**src/rtl/mem_arb_pkg.sv**
```systemverilog
// Shared types and constants for the two-port RAM arbiter (mem_arbiter, rr_arb2).
package mem_arb_pkg;

  localparam int DEF_AW = 8;
  localparam int DEF_DW = 32;

  localparam logic PORT0 = 1'b0;
  localparam logic PORT1 = 1'b1;

  typedef enum logic [1:0] {
    IDLE   = 2'b00,
    ACCESS = 2'b01,
    DONE   = 2'b10
  } state_t;

endpackage

```
**src/rtl/rr_arb2.sv**
```systemverilog
// Combinational two-way picker: round-robin on contention, or port 0 always wins
// when MEM_ARB_FIXED_PRIO_EN is defined.
module rr_arb2
  import mem_arb_pkg::*;
(
  input  logic [1:0] req,
  input  logic       last,
  output logic       gnt,
  output logic       valid
);

  always_comb begin
    valid = |req;
    gnt   = PORT0;
`ifdef MEM_ARB_FIXED_PRIO_EN
    if (!req[0] && req[1]) gnt = PORT1;
`else
    // On contention the port that was not served last goes first.
    if (req == 2'b11)  gnt = ~last;
    else if (req[1])   gnt = PORT1;
`endif
  end

endmodule

```
**src/rtl/mem_arbiter.sv**
```systemverilog
// Two-port arbiter/sequencer for a 256x32 single-port RAM (IDLE -> ACCESS -> DONE).
// Optional fixed priority for port 0 via MEM_ARB_FIXED_PRIO_EN (see rr_arb2).
module mem_arbiter
  import mem_arb_pkg::*;
#(
  parameter int AW = DEF_AW,
  parameter int DW = DEF_DW
) (
  input  logic          clk,
  input  logic          nrst,
  // Handshake: req is a level held until the matching ack; we/addr/wdata are
  // latched at grant. ack is a one-cycle pulse in the cycle after the RAM access.
  input  logic          p0_req,
  input  logic          p0_we,
  input  logic [AW-1:0] p0_addr,
  input  logic [DW-1:0] p0_wdata,
  output logic          p0_ack,
  output logic [DW-1:0] p0_rdata,
  input  logic          p1_req,
  input  logic          p1_we,
  input  logic [AW-1:0] p1_addr,
  input  logic [DW-1:0] p1_wdata,
  output logic          p1_ack,
  output logic [DW-1:0] p1_rdata,
  output logic          ram_nce,
  output logic          ram_we,
  output logic          ram_re,
  output logic [AW-1:0] ram_addr,
  output logic [DW-1:0] ram_wdata,
  input  logic [DW-1:0] ram_rdata,
  output logic [1:0]    fsm_state
);

  state_t          state, state_next;
  logic            owner, last;
  logic            gnt, gnt_valid;
  logic            sel_we;
  logic [AW-1:0]   sel_addr;
  logic [DW-1:0]   sel_wdata;

  rr_arb2 u_arb (
    .req   ({p1_req, p0_req}),
    .last  (last),
    .gnt   (gnt),
    .valid (gnt_valid)
  );

  assign sel_we    = (gnt == PORT1) ? p1_we    : p0_we;
  assign sel_addr  = (gnt == PORT1) ? p1_addr  : p0_addr;
  assign sel_wdata = (gnt == PORT1) ? p1_wdata : p0_wdata;
  assign fsm_state = state;

  always_ff @(posedge clk or negedge nrst) begin
    if (!nrst) state <= IDLE;
    else       state <= state_next;
  end

  always_comb begin
    state_next = state;
    case (state)
      IDLE:    if (gnt_valid) state_next = ACCESS;
      ACCESS:  state_next = DONE;
      DONE:    state_next = IDLE;
      default: state_next = IDLE;
    endcase
  end

  // RAM lines are registered so they are stable for the whole ACCESS cycle.
  always_ff @(posedge clk or negedge nrst) begin
    if (!nrst) begin
      owner     <= PORT0;
      last      <= PORT1;
      ram_nce   <= 1'b1;
      ram_we    <= 1'b0;
      ram_re    <= 1'b0;
      ram_addr  <= '0;
      ram_wdata <= '0;
      p0_ack    <= 1'b0;
      p1_ack    <= 1'b0;
      p0_rdata  <= '0;
      p1_rdata  <= '0;
    end else begin
      p0_ack <= 1'b0;
      p1_ack <= 1'b0;
      case (state)
        IDLE: begin
          if (gnt_valid) begin
            owner     <= gnt;
            ram_nce   <= 1'b0;
            ram_we    <= sel_we;
            ram_re    <= ~sel_we;
            ram_addr  <= sel_addr;
            ram_wdata <= sel_wdata;
          end
        end
        ACCESS: begin
          if (ram_re) begin
            if (owner == PORT1) p1_rdata <= ram_rdata;
            else                p0_rdata <= ram_rdata;
          end
          if (owner == PORT1) p1_ack <= 1'b1;
          else                p0_ack <= 1'b1;
          ram_nce <= 1'b1;
          ram_we  <= 1'b0;
          ram_re  <= 1'b0;
          last    <= owner;
        end
        default: ;
      endcase
    end
  end

endmodule

```
**config.mk**
```make
export PLATFORM = sky130hd
export DESIGN_NAME = mem_arbiter
export DESIGN_NICKNAME = d
export VERILOG_FILES = /design/src/rtl/mem_arb_pkg.sv /design/src/rtl/rr_arb2.sv /design/src/rtl/mem_arbiter.sv
export SDC_FILE = /design/constraint.sdc
export NUM_CORES = 1
export LEC_CHECK = 0
export ABC_AREA = 1
export CAP_MARGIN = 30
export CELL_PAD_IN_SITES_DETAIL_PLACEMENT = 1
export CELL_PAD_IN_SITES_GLOBAL_PLACEMENT = 2
export CORE_MARGIN = 2
export CORE_UTILIZATION = 22
export DETAILED_ROUTE_END_ITERATION = 12
export PLACE_DENSITY_LB_ADDON = 0.1
export SYNTH_ARGS = -nofsm -noshare
export SYNTH_HDL_FRONTEND = slang
export SYNTH_SLANG_ARGS = --single-unit
```
**constraint.sdc**
```tcl
create_clock -name clk -period 1.65 [get_ports clk]
set_clock_uncertainty 0.2 [all_clocks]
set_input_delay 0.2475 -clock clk [delete_from_list [all_inputs] [get_ports clk]]
set_output_delay 0.2475 -clock clk [all_outputs]
set_load 0.02 [all_outputs]
```
==> results.sh, run 1 <==
export IMPL_outcome="completed"
export IMPL_worst_path_max_fanout=2
export IMPL_place_inst=1069
export IMPL_rsz0062_at_grt="no"
export IMPL_synth_area_top_cells="dfrtp_1, nand2_1, o21ai_1"
export IMPL_rows=54
export IMPL_fin_cells=1101
export IMPL_cts_tree="yes"
export IMPL_reg2reg_to="ram_wdata[14]"
export IMPL_clock_fmax_mhz=633
export IMPL_fin_ws_ps=69.9
export IMPL_die_height_um=152
export IMPL_worst_pin_slew_ps=418
export IMPL_yosysUniqueCellTypes=19
export IMPL_antenna_cells=0
export IMPL_cts_root_buf="clkbuf_16"
export IMPL_max_stage_delay_ps=390
export IMPL_io_buffers=228
export IMPL_yosysTopAreaCellShare_pct=57.8
export IMPL_clock_latency_ps=410
export IMPL_ys_warn_count=0
export IMPL_dp_hpwl_mm=12.1
export IMPL_seq_area_frac_synth_pct=58.9
export IMPL_drv_slew=0
export IMPL_crit_path_start_kind="register"
export IMPL_drc_errors=0
export IMPL_first_pass_iters=4
export IMPL_cp_depth=1
export IMPL_hold_path_class="in2async"
export IMPL_grt_max_degree=65
export IMPL_worst_r2r_setup_slack_ps=140
export IMPL_htreeDepth=4
export IMPL_setup_viol=0
export IMPL_synth_edf_count=0
export IMPL_timing_final_crit_share_pct=95.8
export IMPL_nets=927
export IMPL_cpLargestDelayFamily="flip-flops"
export IMPL_fin_crit_ps=1580
export IMPL_yosys_area_top_type="dfrtp_1"
export IMPL_grt_pass1_vias=4767
export IMPL_cts_buffer_depth=2
export IMPL_crit_buf_inv=1
export IMPL_numCtsBuffers=17
export IMPL_power_density_nw_per_um2=1920
export IMPL_vias=4477
export IMPL_fin_setup_tns_ps=0
export IMPL_start_util_pct=22.2
export IMPL_end_kind="output port"
export IMPL_die_w_um=152
export IMPL_wl_per_cell_um=14.7
export IMPL_area_growth_pct=65.7
export IMPL_syn_area_um2=4800
export IMPL_crit_end="ram_addr[6]"
export IMPL_ios=229
export IMPL_routed_wl_mm=16.2
export IMPL_cts_setup_buffers=0
export IMPL_reg2reg_from="last"
export IMPL_r2r_cells=6
export IMPL_worstPathArrival_ps=1130
export IMPL_cellLeakagePower_nw=4.06
export IMPL_postLayoutCellArea_um2=7960
export IMPL_yosysMostFrequentCell="nand2_1"
export IMPL_synth_commonest_cells="nand2_1, dfrtp_1, o21ai_1"
export IMPL_via_per_inst=4.07
export IMPL_synth_nets=689
export IMPL_globalplace_congestion=0.746
export IMPL_syn_area_per_cell_um2=8.41
export IMPL_cp_startpoint="ram_addr[6]"
export IMPL_cp_required_ps=1200
export IMPL_crit_slowest_cell="dfrtp_1"
export IMPL_path_cells="dlygate4sd2_1"
export IMPL_coreArea_um2=21600
export IMPL_drive_gt1_share_pct=7.80
export IMPL_synth_cells=571
export IMPL_dieArea_um2=23000
export IMPL_cts_sinks=113
export IMPL_grt_pass1_wl_mm=25.3
export IMPL_place_area_um2=7530
export IMPL_drt_iter0_drc=93
export IMPL_antenna_found_initial=0
export IMPL_synth_seq_cells=113
export IMPL_drtAntennaViolNets=0
export IMPL_path_class="reg2out"
export IMPL_finalHoldViolCount=0
export IMPL_place_ws_ps=-164
export IMPL_grt_usage_pct=14.5
export IMPL_ys_flop_type="dfrtp_1"
export IMPL_ys_async_sr_fraction_pct=100
export IMPL_grt_overflow=0
export IMPL_vdd_drop_max_uv=554
export IMPL_relSlewSlack_pct=72.1
export IMPL_cts_reportedPaths_clkPinSlew_ps=50
export IMPL_maxCapViolCount=0
## how the worst min path moves through the flow
stage                              end  cells after the start
after floorplan           fsm_state[0]                      0
after detailed placement  p0_rdata[15]                      1
after CTS                 p0_rdata[15]                      2
after global routing      p0_rdata[15]                      2
final                     p0_rdata[15]                      2
after global placement    p0_rdata[15]                      1
## cell type report
cell class | count | area [µm²]
well taps | 280 | 350
flip-flops and latches | 113 | 2830
multi-input cells | 352 | 1510
repair buffers | 247 | 2410
inverters | 78 | 295
clock buffers | 21 | 470
fillers | 2562 | 13700
clock inverters | 10 | 86.3
## routing by layer
metal	vias up	wire [µm]	GRT usage [%]	share of wire, %
li1	2220	-	-	-
met1	2099	6770	17.0	42
met2	153	7910	24.1	49
met3	5	1430	6.56	8.8
met4	0	85	3.75	0.53
met5	-	0	0	0
## power by group
part           internal (mW)  leakage (nW)  total, mW  switching (mW)
clock network           2.16         0.270       3.43            1.27
logic                   2.70          2.43       6.89            4.19
registers               4.20          1.36       4.96           0.763
total                   9.07          4.06       15.3            6.22
## through the flow
stage                     total power [mW]  utilization (%)  hold WS (ps)
after floorplan                       8.84                -          -248
final                                 15.3             36.8           120
after CTS                             15.7             36.8           119
after global routing                  16.5             36.8           129
after detailed placement              13.1             34.8          12.2
after global placement                12.9             34.8          15.6
## state kept, by name, summed over array words and instances, names as in the netlist
register   count
p0_ack         1
p1_ack         1
ram_wdata     32
p1_rdata      32
ram_we         1
ram_nce        1
ram_re         1
fsm_state      2
ram_addr       8
last           1
owner          1
p0_rdata      32
## what timing repair did
| item | 4_1_cts | 5_1_grt |
|---|---|---|
| resized for setup | 116 | 3 |
| hold endpoints to repair | 111 | 0 |
| pin swaps | 0 | 0 |
| endpoints found under the setup margin | 111 | 3 |
| hold buffers | 1 | 0 |
## kinds of logic after synthesis
family                 share of synthesized area [%]
AO/OA/AOI/OAI                                   10.9
buffers and inverters                           9.61
flip-flops                                      58.9
AND/OR/NAND/NOR                                 20.5
## layout by cell type, fill, tap and decap left out, types with 2 or more instances in the layout
| cell type | synthesis | final |
|---|---|---|
| nand2_1 | 196 | 196 |
| o21ai_0 | 9 | 9 |
| nand3_1 | 3 | 3 |
| clkinvlp_4 | 0 | 3 |
| dfrtp_1 | 111 | 111 |
| clkbuf_8 | 0 | 3 |
| buf_4 | 8 | 9 |
| dfstp_2 | 2 | 2 |
| inv_2 | 2 | 2 |
| o21ai_1 | 96 | 96 |
| clkinv_2 | 0 | 5 |
| nand2_2 | 3 | 3 |
| buf_12 | 0 | 10 |
| clkdlybuf4s15_1 | 0 | 3 |
| clkbuf_16 | 0 | 17 |
| dlygate4sd2_1 | 0 | 106 |
| nor2_1 | 40 | 40 |
| inv_1 | 75 | 75 |
| clkdlybuf4s50_1 | 0 | 116 |
(Power assumes the default switching activity.)
==> run 2: changes to the inputs <==
--- a/config.mk
+++ b/config.mk
@@ -13,6 +13,7 @@
 export CORE_UTILIZATION = 22
 export DETAILED_ROUTE_END_ITERATION = 12
 export PLACE_DENSITY_LB_ADDON = 0.1
+export REMOVE_ABC_BUFFERS = 1
 export SYNTH_ARGS = -nofsm -noshare
 export SYNTH_HDL_FRONTEND = slang
 export SYNTH_SLANG_ARGS = --single-unit
==> constraint.sdc (replaced) <==
create_clock -name clk -period 1.65 [get_ports clk]
set_clock_uncertainty 0.2 [all_clocks]
set_input_delay 0.2475 -clock clk [delete_from_list [all_inputs] [get_ports clk]]
set_output_delay 0.2475 -clock clk [all_outputs]
set_load 0.005 [all_outputs]
==> results.sh, run 2 (synthesis results as in run 1) <==
export IMPL_totalPowerFinal_mw=14.5
export IMPL_grt_pass1_vias=4883
export IMPL_grt_usage_pct=14.4
export IMPL_power_density_nw_per_um2=1780
export IMPL_place_ws_ps=-123
export IMPL_cp_required_ps=1200
export IMPL_hold_path_class="in2async"
export IMPL_worstPathArrival_ps=1130
export IMPL_wl_per_cell_um=14.6
export IMPL_grt_pass1_wl_mm=25.7
export IMPL_routed_wl_mm=16.3
export IMPL_dieArea_um2=23000
export IMPL_cts_reportedPaths_clkPinSlew_ps=60
export IMPL_cp_startpoint="ram_re"
export IMPL_setup_viol=0
export IMPL_nets=942
export IMPL_area_growth_pct=70.3
export IMPL_r2r_cells=7
export IMPL_reg2reg_from="fsm_state[0]"
export IMPL_switching_share_pct=33.2
export IMPL_reg2reg_to="ram_wdata[20]"
export IMPL_timing_final_crit_share_pct=95.6
export IMPL_switchingPower_mw=4.82
export IMPL_clock_fmax_mhz=634
export IMPL_outcome="completed"
export IMPL_vias=4581
export IMPL_hold_worst_slack_ps=139
export IMPL_cpLargestDelayFamily="flip-flops"
export IMPL_path_class="reg2out"
export IMPL_coreArea_um2=21600
export IMPL_max_stage_delay_ps=440
export IMPL_path_cells="dlygate4sd2_1"
export IMPL_worst_path_max_fanout=4
export IMPL_die_w_um=152
export IMPL_crit_buf_inv=1
export IMPL_clkPwrFrac_pct=28.2
export IMPL_grt_max_degree=57
export IMPL_crit_path_start_kind="register"
export IMPL_die_height_um=152
export IMPL_antenna_found_initial=1
export IMPL_maxCapViolCount=0
export IMPL_cts_sinks=113
export IMPL_cellLeakagePower_nw=4.19
export IMPL_finalHoldViolCount=0
export IMPL_fin_crit_ps=1580
export IMPL_fin_ws_ps=73.2
export IMPL_rows=54
export IMPL_drc_errors=0
export IMPL_postLayoutCellArea_um2=8180
export IMPL_end_kind="output port"
export IMPL_place_area_um2=7560
export IMPL_relSlewSlack_pct=68.1
export IMPL_worst_pin_slew_ps=478
export IMPL_start_util_pct=22.2
export IMPL_drtAntennaViolNets=0
export IMPL_cts_tree="yes"
export IMPL_p_comb_share_pct=37.6
export IMPL_grt_overflow=0
export IMPL_cts_root_buf="clkbuf_16"
export IMPL_seqPwrFrac_pct=34.2
export IMPL_worst_r2r_setup_slack_ps=100
export IMPL_cts_buffer_depth=2
export IMPL_clock_latency_ps=410
export IMPL_drive_gt1_share_pct=9.81
export IMPL_final_cell_mix="nand2_1, clkdlybuf4s50_1, dlygate4sd2_1"
export IMPL_numCtsBuffers=17
export IMPL_ios=229
export IMPL_dp_hpwl_mm=11.8
export IMPL_via_per_inst=4.10
export IMPL_internal_power_mw=9.72
export IMPL_drv_slew=0
export IMPL_crit_slowest_cell="dfrtp_2"
export IMPL_globalplace_congestion=0.732
export IMPL_drt_iter0_drc=144
export IMPL_io_buffers=228
export IMPL_final_common_cell="nand2_1"
export IMPL_vdd_drop_max_uv=613
export IMPL_first_pass_iters=4
export IMPL_antenna_cells=0
export IMPL_fin_util_pct=37.8
export IMPL_htreeDepth=4
export IMPL_reg_top3="p0_rdata: 32 flops, p1_rdata: 32 flops, ram_wdata: 32 flops"
## run 2: cell types whose count changed in the layout (fill, tap and decap cells not counted), moves of 2 or more
cell             delta
buf_4              +14
bufinv_16           +4
clkbuf_8            -3
clkdlybuf4s15_1     -3
clkinv_2            -5
clkinv_4            +3
clkinvlp_4          -2
dfrtp_1             -2
dfrtp_2             +2
dlygate4sd2_1       +4
inv_6               +4
## run 2: worst max path at each step
stage                     depth (start not counted)  slack, ps            end
after floorplan                                   5       -230         ram_re
after global placement                            6       -100  ram_wdata[31]
after detailed placement                          7       -120   ram_wdata[5]
after CTS                                         1          3        ram_nce
after global routing                              7        -20    p0_rdata[2]
final                                             1         70         ram_re
## run 2: layout make-up
class	count	area [µm²]
fillers	2523	13400
clock buffers	17	425
repair buffers	262	2530
multi-input cells	352	1520
flip-flops and latches	113	2830
inverters	78	295
well taps	280	350
clock inverters	14	228
## run 2: what timing repair did
item / 4_1_cts / 5_1_grt
endpoints found under the hold margin: 101 / 0
endpoints found under the setup margin: 111 / 14
hold buffers: 1 / 0
setup buffers: 10 / 2
gates resized for setup: 114 / 2
## run 2: metrics by stage
step | TNS (ps) | instances
after floorplan | -9150 | 543
after global placement | -2820 | 1072
after detailed placement | -4130 | 1072
after CTS | 0 | 1114
after global routing | -15.4 | 1116
final | 0 | 1116
## run 2: layer usage
| layer | GRT usage [%] | vias to the layer above | part of all wire (%) |
|---|---|---|---|
| met2 | 22.3 | 164 | 44 |
| met1 | 18.5 | 2149 | 45 |
| met4 | 3.56 | 0 | 1.0 |
| met5 | 0 | - | 0 |
| li1 | - | 2252 | - |
| met3 | 6.32 | 16 | 9.7 |
## run 2: power by group through the flow
stage | registers (mW) | logic (mW) | clock network (mW)
CTS | 5.00 | 5.62 | 4.22
finish | 4.97 | 5.47 | 4.10
global placement | 5.05 | 6.19 | 0
global route | 5.19 | 6.23 | 4.35
floorplan | 5.09 | 1.99 | 0
detailed placement | 5.09 | 6.35 | 0
==> run 3: changes to the inputs <==
--- a/config.mk
+++ b/config.mk
@@ -12,7 +12,7 @@
 export CORE_MARGIN = 2
 export CORE_UTILIZATION = 22
 export DETAILED_ROUTE_END_ITERATION = 12
-export PLACE_DENSITY_LB_ADDON = 0.1
+export PLACE_DENSITY = 0.82
 export REMOVE_ABC_BUFFERS = 1
 export SYNTH_ARGS = -nofsm -noshare
 export SYNTH_HDL_FRONTEND = slang
==> results.sh, run 3 (synthesis results as in run 1) <==
export IMPL_outcome="completed"
export IMPL_place_ws_ps=-202
export IMPL_switching_share_pct=32.7
export IMPL_start_util_pct=22.2
export IMPL_worst_pin_slew_ps=329
export IMPL_rsz0062_at_grt="yes"
export IMPL_nets=947
export IMPL_final_common_cell="nand2_1"
export IMPL_maxCapViolCount=0
export IMPL_postLayoutCellArea_um2=8400
export IMPL_grt_pass1_wl_mm=24.8
export IMPL_vdd_drop_max_uv=534
export IMPL_cts_tree="yes"
export IMPL_htreeDepth=4
export IMPL_drtAntennaViolNets=0
export IMPL_worstPathArrival_ps=1700
export IMPL_dieArea_um2=23000
export IMPL_drc_errors=0
export IMPL_power_density_nw_per_um2=1780
export IMPL_switchingPower_mw=4.88
export IMPL_path_class="reg2reg"
export IMPL_timing_final_crit_share_pct=97.3
export IMPL_place_inst=1068
export IMPL_via_per_inst=4.10
export IMPL_finalHoldViolCount=0
export IMPL_globalplace_congestion=0.732
export IMPL_path_cells="buf_6 > inv_4 > nand2_4 > inv_4 > nand3_4 > buf_12 > clkbuf_16 > nand2_1 > o21ai_0"
export IMPL_grt_usage_pct=13.9
export IMPL_crit_slowest_cell="dfrtp_1"
export IMPL_grt_overflow=0
export IMPL_area_growth_pct=74.9
export IMPL_grt_max_degree=65
export IMPL_drive_gt1_share_pct=10.2
export IMPL_die_height_um=152
export IMPL_antenna_cells=0
export IMPL_cp_required_ps=1740
export IMPL_vias=4596
export IMPL_cts_sinks=113
export IMPL_fin_cells=1122
export IMPL_r2r_cells=9
export IMPL_dp_hpwl_mm=11.6
export IMPL_internal_power_mw=10.1
export IMPL_setup_viol=0
export IMPL_cts_root_buf="clkbuf_16"
export IMPL_end_kind="register"
export IMPL_clkPwrFrac_pct=28.6
export IMPL_place_area_um2=7530
export IMPL_clock_fmax_mhz=623
export IMPL_n_fill_cell=2538
export IMPL_relSlewSlack_pct=78.1
export IMPL_crit_top_cell="inv_4"
export IMPL_hold_path_class="in2async"
export IMPL_cts_reportedPaths_clkPinSlew_ps=60
export IMPL_first_pass_iters=4
export IMPL_crit_path_start_kind="register"
export IMPL_io_buffers=228
export IMPL_numCtsBuffers=17
export IMPL_fin_crit_ps=1610
export IMPL_drt_iter0_drc=98
export IMPL_grt_pass1_vias=4786
export IMPL_die_w_um=152
export IMPL_cts_buffer_depth=2
export IMPL_fin_ws_ps=43.9
export IMPL_worst_path_max_fanout=6
export IMPL_coreArea_um2=21600
export IMPL_ios=229
export IMPL_antenna_found_initial=0
export IMPL_clock_latency_ps=410
export IMPL_wl_per_cell_um=15.2
export IMPL_p_comb_share_pct=38.4
export IMPL_max_stage_delay_ps=400
export IMPL_final_cell_mix="nand2_1, clkdlybuf4s50_1, dfrtp_1"
export IMPL_seqPwrFrac_pct=33.0
export IMPL_rows=54
export IMPL_totalPowerFinal_mw=14.9
export IMPL_routed_wl_mm=17.0
export IMPL_reg_top3="p0_rdata: 32 flops, p1_rdata: 32 flops, ram_wdata: 32 flops"
export IMPL_drv_slew=0
export IMPL_cellLeakagePower_nw=4.30
-- run 3: per-stage QoR --
step / utilization, % / hold WS (ps) / TNS [ps]
after floorplan: - / -248 / -9150
after global placement: 34.8 / -25.3 / -5010
after detailed placement: 34.8 / -21.2 / -6840
after CTS: 37.7 / 100 / 0
after global routing: 38.8 / 123 / -35.5
final: 38.8 / 114 / 0
-- run 3: final cells by class --
cell class                 instances  area [µm²]  area share, %
clock inverter                    14         253           3.01
tap                              280         350           4.17
multi-input combinational        352        1520           18.1
inverter                          78         300           3.58
clock buffer                      18         429           5.11
timing repair buffer             267        2720           32.3
sequential                       113        2830           33.7
-- run 3: what timing repair did --
| item | CTS | global route |
|---|---|---|
| setup buffers | 8 | 5 |
| gates cloned | 0 | 8 |
| gates resized for setup | 112 | 17 |
| hold endpoints to repair | 111 | 0 |
| endpoints found under the setup margin | 111 | 20 |
| pin swaps | 0 | 1 |
| hold buffers | 1 | 0 |
-- run 3: power by group through the flow --
stage / clock network [mW] / logic, mW / registers (mW)
CTS: 4.40 / 5.59 / 4.96
global route: 4.50 / 6.50 / 5.12
global placement: 0 / 6.22 / 5.02
finish: 4.28 / 5.73 / 4.94
detailed placement: 0 / 6.36 / 5.05
floorplan: 0 / 1.99 / 5.09
-- run 3: layer usage --
metal  track usage [%]  wire, µm  part of all wire (%)  up-vias
met2              22.6      7950                    47      177
met3              5.36      1540                   9.0       10
met5                 0         0                     0        -
li1                  -         -                     -     2270
met4              3.89       139                  0.82        0
met1              17.1      7400                    43     2139
-- run 3: path summary, 6_finish.rpt --
path,startpoint,endpoint,slack [ps]
worst max-delay path,fsm_state[1],p1_rdata[5],40
worst min-delay path,nrst,p0_rdata[23],110
worst max register to register,fsm_state[1],p1_rdata[5],40
worst min register to register,last,last,270
max in group asynchronous,nrst,last,580
min in group clk,ram_rdata[14],p1_rdata[14],210
-- run 3: worst max-delay path: cells and delay by family (launching register included) --
family	cells	cell delay, ps
AO/OA/AOI/OAI	1	70
AND/OR/NAND/NOR	3	230
buffers and inverters	5	590
flip-flops	1	400
==> variant 1 (config.mk and constraints of run 3) <==
Build with the macro `MEM_ARB_FIXED_PRIO_EN` defined.
--- a/src/rtl/rr_arb2.sv
+++ b/src/rtl/rr_arb2.sv
@@ -1,5 +1,7 @@
 // Combinational two-way picker: round-robin on contention, or port 0 always wins
 // when MEM_ARB_FIXED_PRIO_EN is defined.
+`define MEM_ARB_FIXED_PRIO_EN
+
 module rr_arb2
   import mem_arb_pkg::*;
 (
Check against the original RTL: not equivalent (Yosys sat finds a counterexample within 10 cycles, from zero or initial values and one cycle with nrst low).
==> variant 1 against run 3 <==
- worst setup slack gained 33 ps
- wire length is 3.0% lower
- clock power down 48%
- count of clock-buffer cells in the layout shrank 8
- sequential cell count down 1
- cell area fell by 3.8%
- power shrank 15%
- area after synthesis rose by 6.8%
==> variant 1: results (changes against run 3) <==
critical_path:
  timing.critical_path.slowest_cell_delay_ps: 380  # was 400 ps
  worst-path-max-fanout: 3  # was 6
  worstPathArrival_ps: 1130  # was 1700 ps
  cpMaxStageDelayCell: "dfrtp_1"  # unchanged
  critPathCaptureType: "primary output"  # was flop
finish:
  final_layout_size_suffix_gt1_share_pct: 15.6  # was 10.2%
clock_tree:
  h-tree-depth: 3  # was 4
  clkLatencyLatePin_ps: 360  # was 410 ps
yosys:
  yosysSeqAreaShare_pct: 54.7  # was 58.9%
  yosys-top-cells-count: "274 x nand2_1, 111 x dfrtp_1, 58 x o21ai_2"  # was 196 x nand2_1, 111 x dfrtp_1, 96 x o21ai_1
  synth_area_leaders: "dfrtp_1 54%, nand2_1 20%, o21ai_2 9.9%, nand3_1 4.2%, buf_6 4.0%"  # was dfrtp_1 58%, nand2_1 15%, o21ai_1 10%, inv_1 5.9%, nor2_1 3.1%
global_routing:
  met2_usage_pct: 22.5  # was 22.6%
  groute.layer.met1.usage_pct: 16.8  # was 17.1%
  vias_in_the_first_global_route: 4924  # was 4786
  grt_use_met3_pct: 5.07  # was 5.36%
  gr-usage-all-layers_pct: 13.7  # was 13.9%
  grt_pass1_wl_um: 26300  # was 24800 um
  grt_start_max_net_pins: 76  # was 65
  antenna_found_initial: 1  # was 0
pwr:
  power.static_leakage_uw: 0.00417  # was 0.00430 uW
  switchingPower_uw: 4550  # was 4880 uW
outcome:
  status: "finished clean"  # unchanged
route:
  num_vias: 4656  # was 4596
  route.final.wire_length_um: 16500  # was 17000 um
  drt-initial-drc-count: 99  # was 98
placed_design:
  gp_routability_congestion: 0.694  # was 0.732
  detailedPlacementHpwl_um: 11800  # was 11600 um
worst_hold_path:
  holdCritPathClass: "input port to flop"  # was input port to asynchronous set/reset pin
==> variant 1: cell families (layout without fill, tap and decap cells) <==
| group | Yosys count | in the layout | share of synthesized area, % |
|---|---|---|---|
| simple gates | 326 | 326 | 26.0 |
| flops | 112 | 112 | 54.7 |
| buf+inv | 70 | 324 | 8.47 |
| compound gates | 66 | 66 | 10.9 |
==> variant 1: worst paths after layout <==
kind / startpoint / depth (start not counted) / endpoint / slack (ps)
setup / recovery: fsm_state[0] / 2 / fsm_state[0] / 80
hold / removal: p1_req / 5 / ram_wdata[12] / 140
setup reg to reg: fsm_state[1] / 6 / p1_rdata[2] / 80
hold reg to reg: ram_nce / 2 / ram_nce / 260
max in group asynchronous: nrst / 3 / p1_rdata[27] / 580
min in group asynchronous: nrst / 3 / p0_rdata[21] / 260
==> variant 1: area by class of cell <==
| type | instances | area [um^2] |
|---|---|---|
| inverters | 37 | 139 |
| well taps | 313 | 392 |
| repair buffers | 271 | 2560 |
| fillers | 2686 | 14700 |
| flip-flops and latches | 112 | 2810 |
| multi-input cells | 392 | 1890 |
| clock inverters | 6 | 51.3 |
| clock buffers | 10 | 239 |
==> variant 1: worst min-delay path: stages <==
cell and delay (ps):
buf_2 160, nand3_1 100, nand2_1 60, nand2_1 50, nand2_1 50
==> variant 1: layer usage <==
metal  part of all wire [%]  wire length (um)  vias to the layer above
li1                       -                 -                     2279
met1                     44              7310                     2190
met2                     45              7450                      171
met3                    9.3              1530                       14
met4                    1.2               201                        2
met5                  0.079                13                        -
==> variant 1: metrics by stage <==
stage	instances	setup WS, ps	total power (uW)	instance area, um^2	setup TNS, ps
2_1_floorplan	541	-106	7150	4830	-5550
3_3_place_gp	1104	-164	11200	7760	-5920
3_5_place_dp	1104	-207	11300	7760	-7040
4_1_cts	1136	17.4	12900	8040	0
5_1_grt	1141	1.11	13800	8080	0
6_report	1141	77.0	12700	8080	0
==> variant 1: power groups by stage <==
| stage | clock network [uW] | registers [uW] | logic [uW] |
|---|---|---|---|
| 3_3_place_gp | 0 | 4870 | 6290 |
| 2_1_floorplan | 0 | 4970 | 2170 |
| 4_1_cts | 2340 | 4790 | 5800 |
| 3_5_place_dp | 0 | 4910 | 6410 |
| 6_report | 2220 | 4770 | 5690 |
| 5_1_grt | 2440 | 4950 | 6380 |
==> variant 1: what timing repair did <==
action | 4_1_cts | 5_1_grt
pin swaps | 0 | 1
hold buffers | 1 | 0
resized for setup | 113 | 1
setup buffers | 15 | 5
hold endpoints to repair | 111 | 0
setup endpoints to repair | 111 | 25
==> variant 2 (settings of run 3) <==
Without the edit above. Reset style: synchronous (`nrst`), changed in 2 clocked blocks.
--- a/src/rtl/mem_arbiter.sv
+++ b/src/rtl/mem_arbiter.sv
@@ -50,7 +50,7 @@
   assign sel_wdata = (gnt == PORT1) ? p1_wdata : p0_wdata;
   assign fsm_state = state;
 
-  always_ff @(posedge clk or negedge nrst) begin
+  always_ff @(posedge clk) begin
     if (!nrst) state <= IDLE;
     else       state <= state_next;
   end
@@ -66,7 +66,7 @@
   end
 
   // RAM lines are registered so they are stable for the whole ACCESS cycle.
-  always_ff @(posedge clk or negedge nrst) begin
+  always_ff @(posedge clk) begin
     if (!nrst) begin
       owner     <= PORT0;
       last      <= PORT1;
Formal check against the unedited RTL: differs if nrst is asserted again (counterexample within 4 cycles, from zero or initial values and one cycle with nrst low); with nrst held inactive, the same outputs for 4 cycles.
==> variant 2 against run 3 <==
- core utilization down 2.9 points
- first-iteration DRC count rose by 61%
- sequential cell count unchanged
- area after synthesis is 9.4% higher
- cell area up 0.46%
- worst setup slack improved by 84 ps
- wire length up 3.2%
- largest cell class is now non-clock buffers
Power is not compared: it rests on default switching activity, and its combinational part moved more than twofold at a synthesized area within 25%.
==> variant 2: results (changes against run 3) <==
critical_path:
  setup.worst_path.end: "ram_wdata[21]"  # was p1_rdata[5]
  timing.critical_path.slowest_cell_delay_ps: 340  # was 400 ps
  worst-path-max-fanout: 2  # was 6
  regToRegStartpoint: "fsm_state[1]"  # unchanged
  crit_path_start: "ram_wdata[21]"  # was fsm_state[1]
  r2r-end: "p0_rdata[26]"  # was p1_rdata[5]
  cpMaxStageDelayCell: "dlygate4sd2_1"  # was dfrtp_1
  worstRegToRegCells: 7  # was 9
  worst-r2r-setup-slack_ps: 240  # was 40 ps
global_routing:
  gr-usage-all-layers_pct: 14.2  # was 13.9%
  grt_pass1_wl_um: 27500  # was 24800 um
  antenna_found_initial: 1  # was 0
placed_design:
  gp_routability_congestion: 0.701  # was 0.732
clock_tree:
  postCtsSetupRepairBufs: 0  # was 8
  clock_tree.root_cell: "clkbuf_16"  # unchanged
finish:
  biggestRegsByFlops: "p0_rdata: 32 flops, p1_rdata: 32 flops, ram_wdata: 32 flops"  # unchanged
  final_layout_size_suffix_gt1_share_pct: 6.12  # was 10.2%
  finalNetCount: 1150  # was 947
yosys:
  yosys-top-cells-count: "266 x nand2_1, 216 x nor2_1, 113 x dfxtp_1"  # was 196 x nand2_1, 111 x dfrtp_1, 96 x o21ai_1
  synth-async-reset-ratio_pct: 0  # was 100%
  synth_area_leaders: "dfxtp_1 43%, nand2_1 19%, nor2_1 15%, inv_1 5.6%, a21boi_0 4.3%"  # was dfrtp_1 58%, nand2_1 15%, o21ai_1 10%, inv_1 5.9%, nor2_1 3.1%
route:
  tritonroute_pass_1_iters: 4  # unchanged
  num_vias: 5463  # was 4596
  drt-initial-drc-count: 158  # was 98
  wl_per_cell_um: 12.9  # was 15.2 um
sta:
  worst_slew_pin_tran_ps: 335  # was 329 ps
outcome:
  status: "finished clean"  # unchanged
worst_hold_path:
  holdCritPathClass: "input port to flop"  # was input port to asynchronous set/reset pin
variant 2: cell count changes in the layout (fill, tap and decap cells not counted), sizes merged, moves of 6 or more:
cell and delta:
nand2 +68, dfxtp +113, o21ai -105, nand3 +38, clkbuf -6, dfrtp -111
nor2 +175, buf -14, a21boi +40
variant 2: worst register-to-register path: cells and delay by family, from the launching register on:
family / cells / cell delay, ps
flops: 1 / 330
simple gates: 5 / 470
buf+inv: 2 / 310
variant 2: final cells by class:
| type | instances | area, um^2 |
|---|---|---|
| tap | 319 | 399 |
| fill | 3013 | 15000 |
| inverter | 79 | 297 |
| multi-input combinational | 574 | 2420 |
| sequential | 113 | 2270 |
| clock buffer | 18 | 429 |
| clock inverter | 14 | 204 |
| timing repair buffer | 247 | 2420 |
variant 2: metal layers:
layer	GRT usage (%)	vias to the layer above	wire, um
li1	-	2865	-
met1	16.9	2394	7880
met2	21.7	188	7260
met3	8.27	14	2260
met4	3.60	2	158
met5	0	-	14
variant 2: worst min-delay path by stage:
stage | from | end | slack, ps
6_report | p1_req | ram_wdata[14] | 90
5_1_grt | p1_req | ram_wdata[14] | 100
3_3_place_gp | ram_nce | ram_nce | 260
2_1_floorplan | nrst | ram_nce | 130
3_5_place_dp | ram_nce | ram_nce | 260
4_1_cts | p1_req | ram_wdata[14] | 80
variant 2: per-stage QoR:
stage	std cells	setup slack [ps]	setup TNS (ps)	area, um^2
floorplan	766	-590	-25010	4970
global placement	1331	-141	-4840	7920
detailed placement	1331	-187	-5870	7920
CTS	1364	91.3	0	8440
global route	1364	59.8	0	8440
finish	1364	128	0	8440
variant 2: logic make-up (layout without fill, tap and decap cells):
logic type	after synthesis	count (layout)	synth area share, %
AOI/OAI and AO/OA	41	41	5.81
buffers and inverters	129	358	11.0
DFF	113	113	43.1
and+or+nand+nor	533	533	40.1
variant 2: power groups by stage:
stage,sequential (uW),combinational (uW),clock (uW)
after floorplan,3060,595,0
after global placement,3050,1540,0
after detailed placement,3060,1550,0
after CTS,3000,1450,4160
after global routing,3010,1620,4280
final,2990,1410,4020
variant 2: timing repair:
item                                    in CTS  in global routing
endpoints found under the hold margin       12                  0
hold buffers                                 1                  0
resized for setup                          119                  0
endpoints found under the setup margin     111                  0
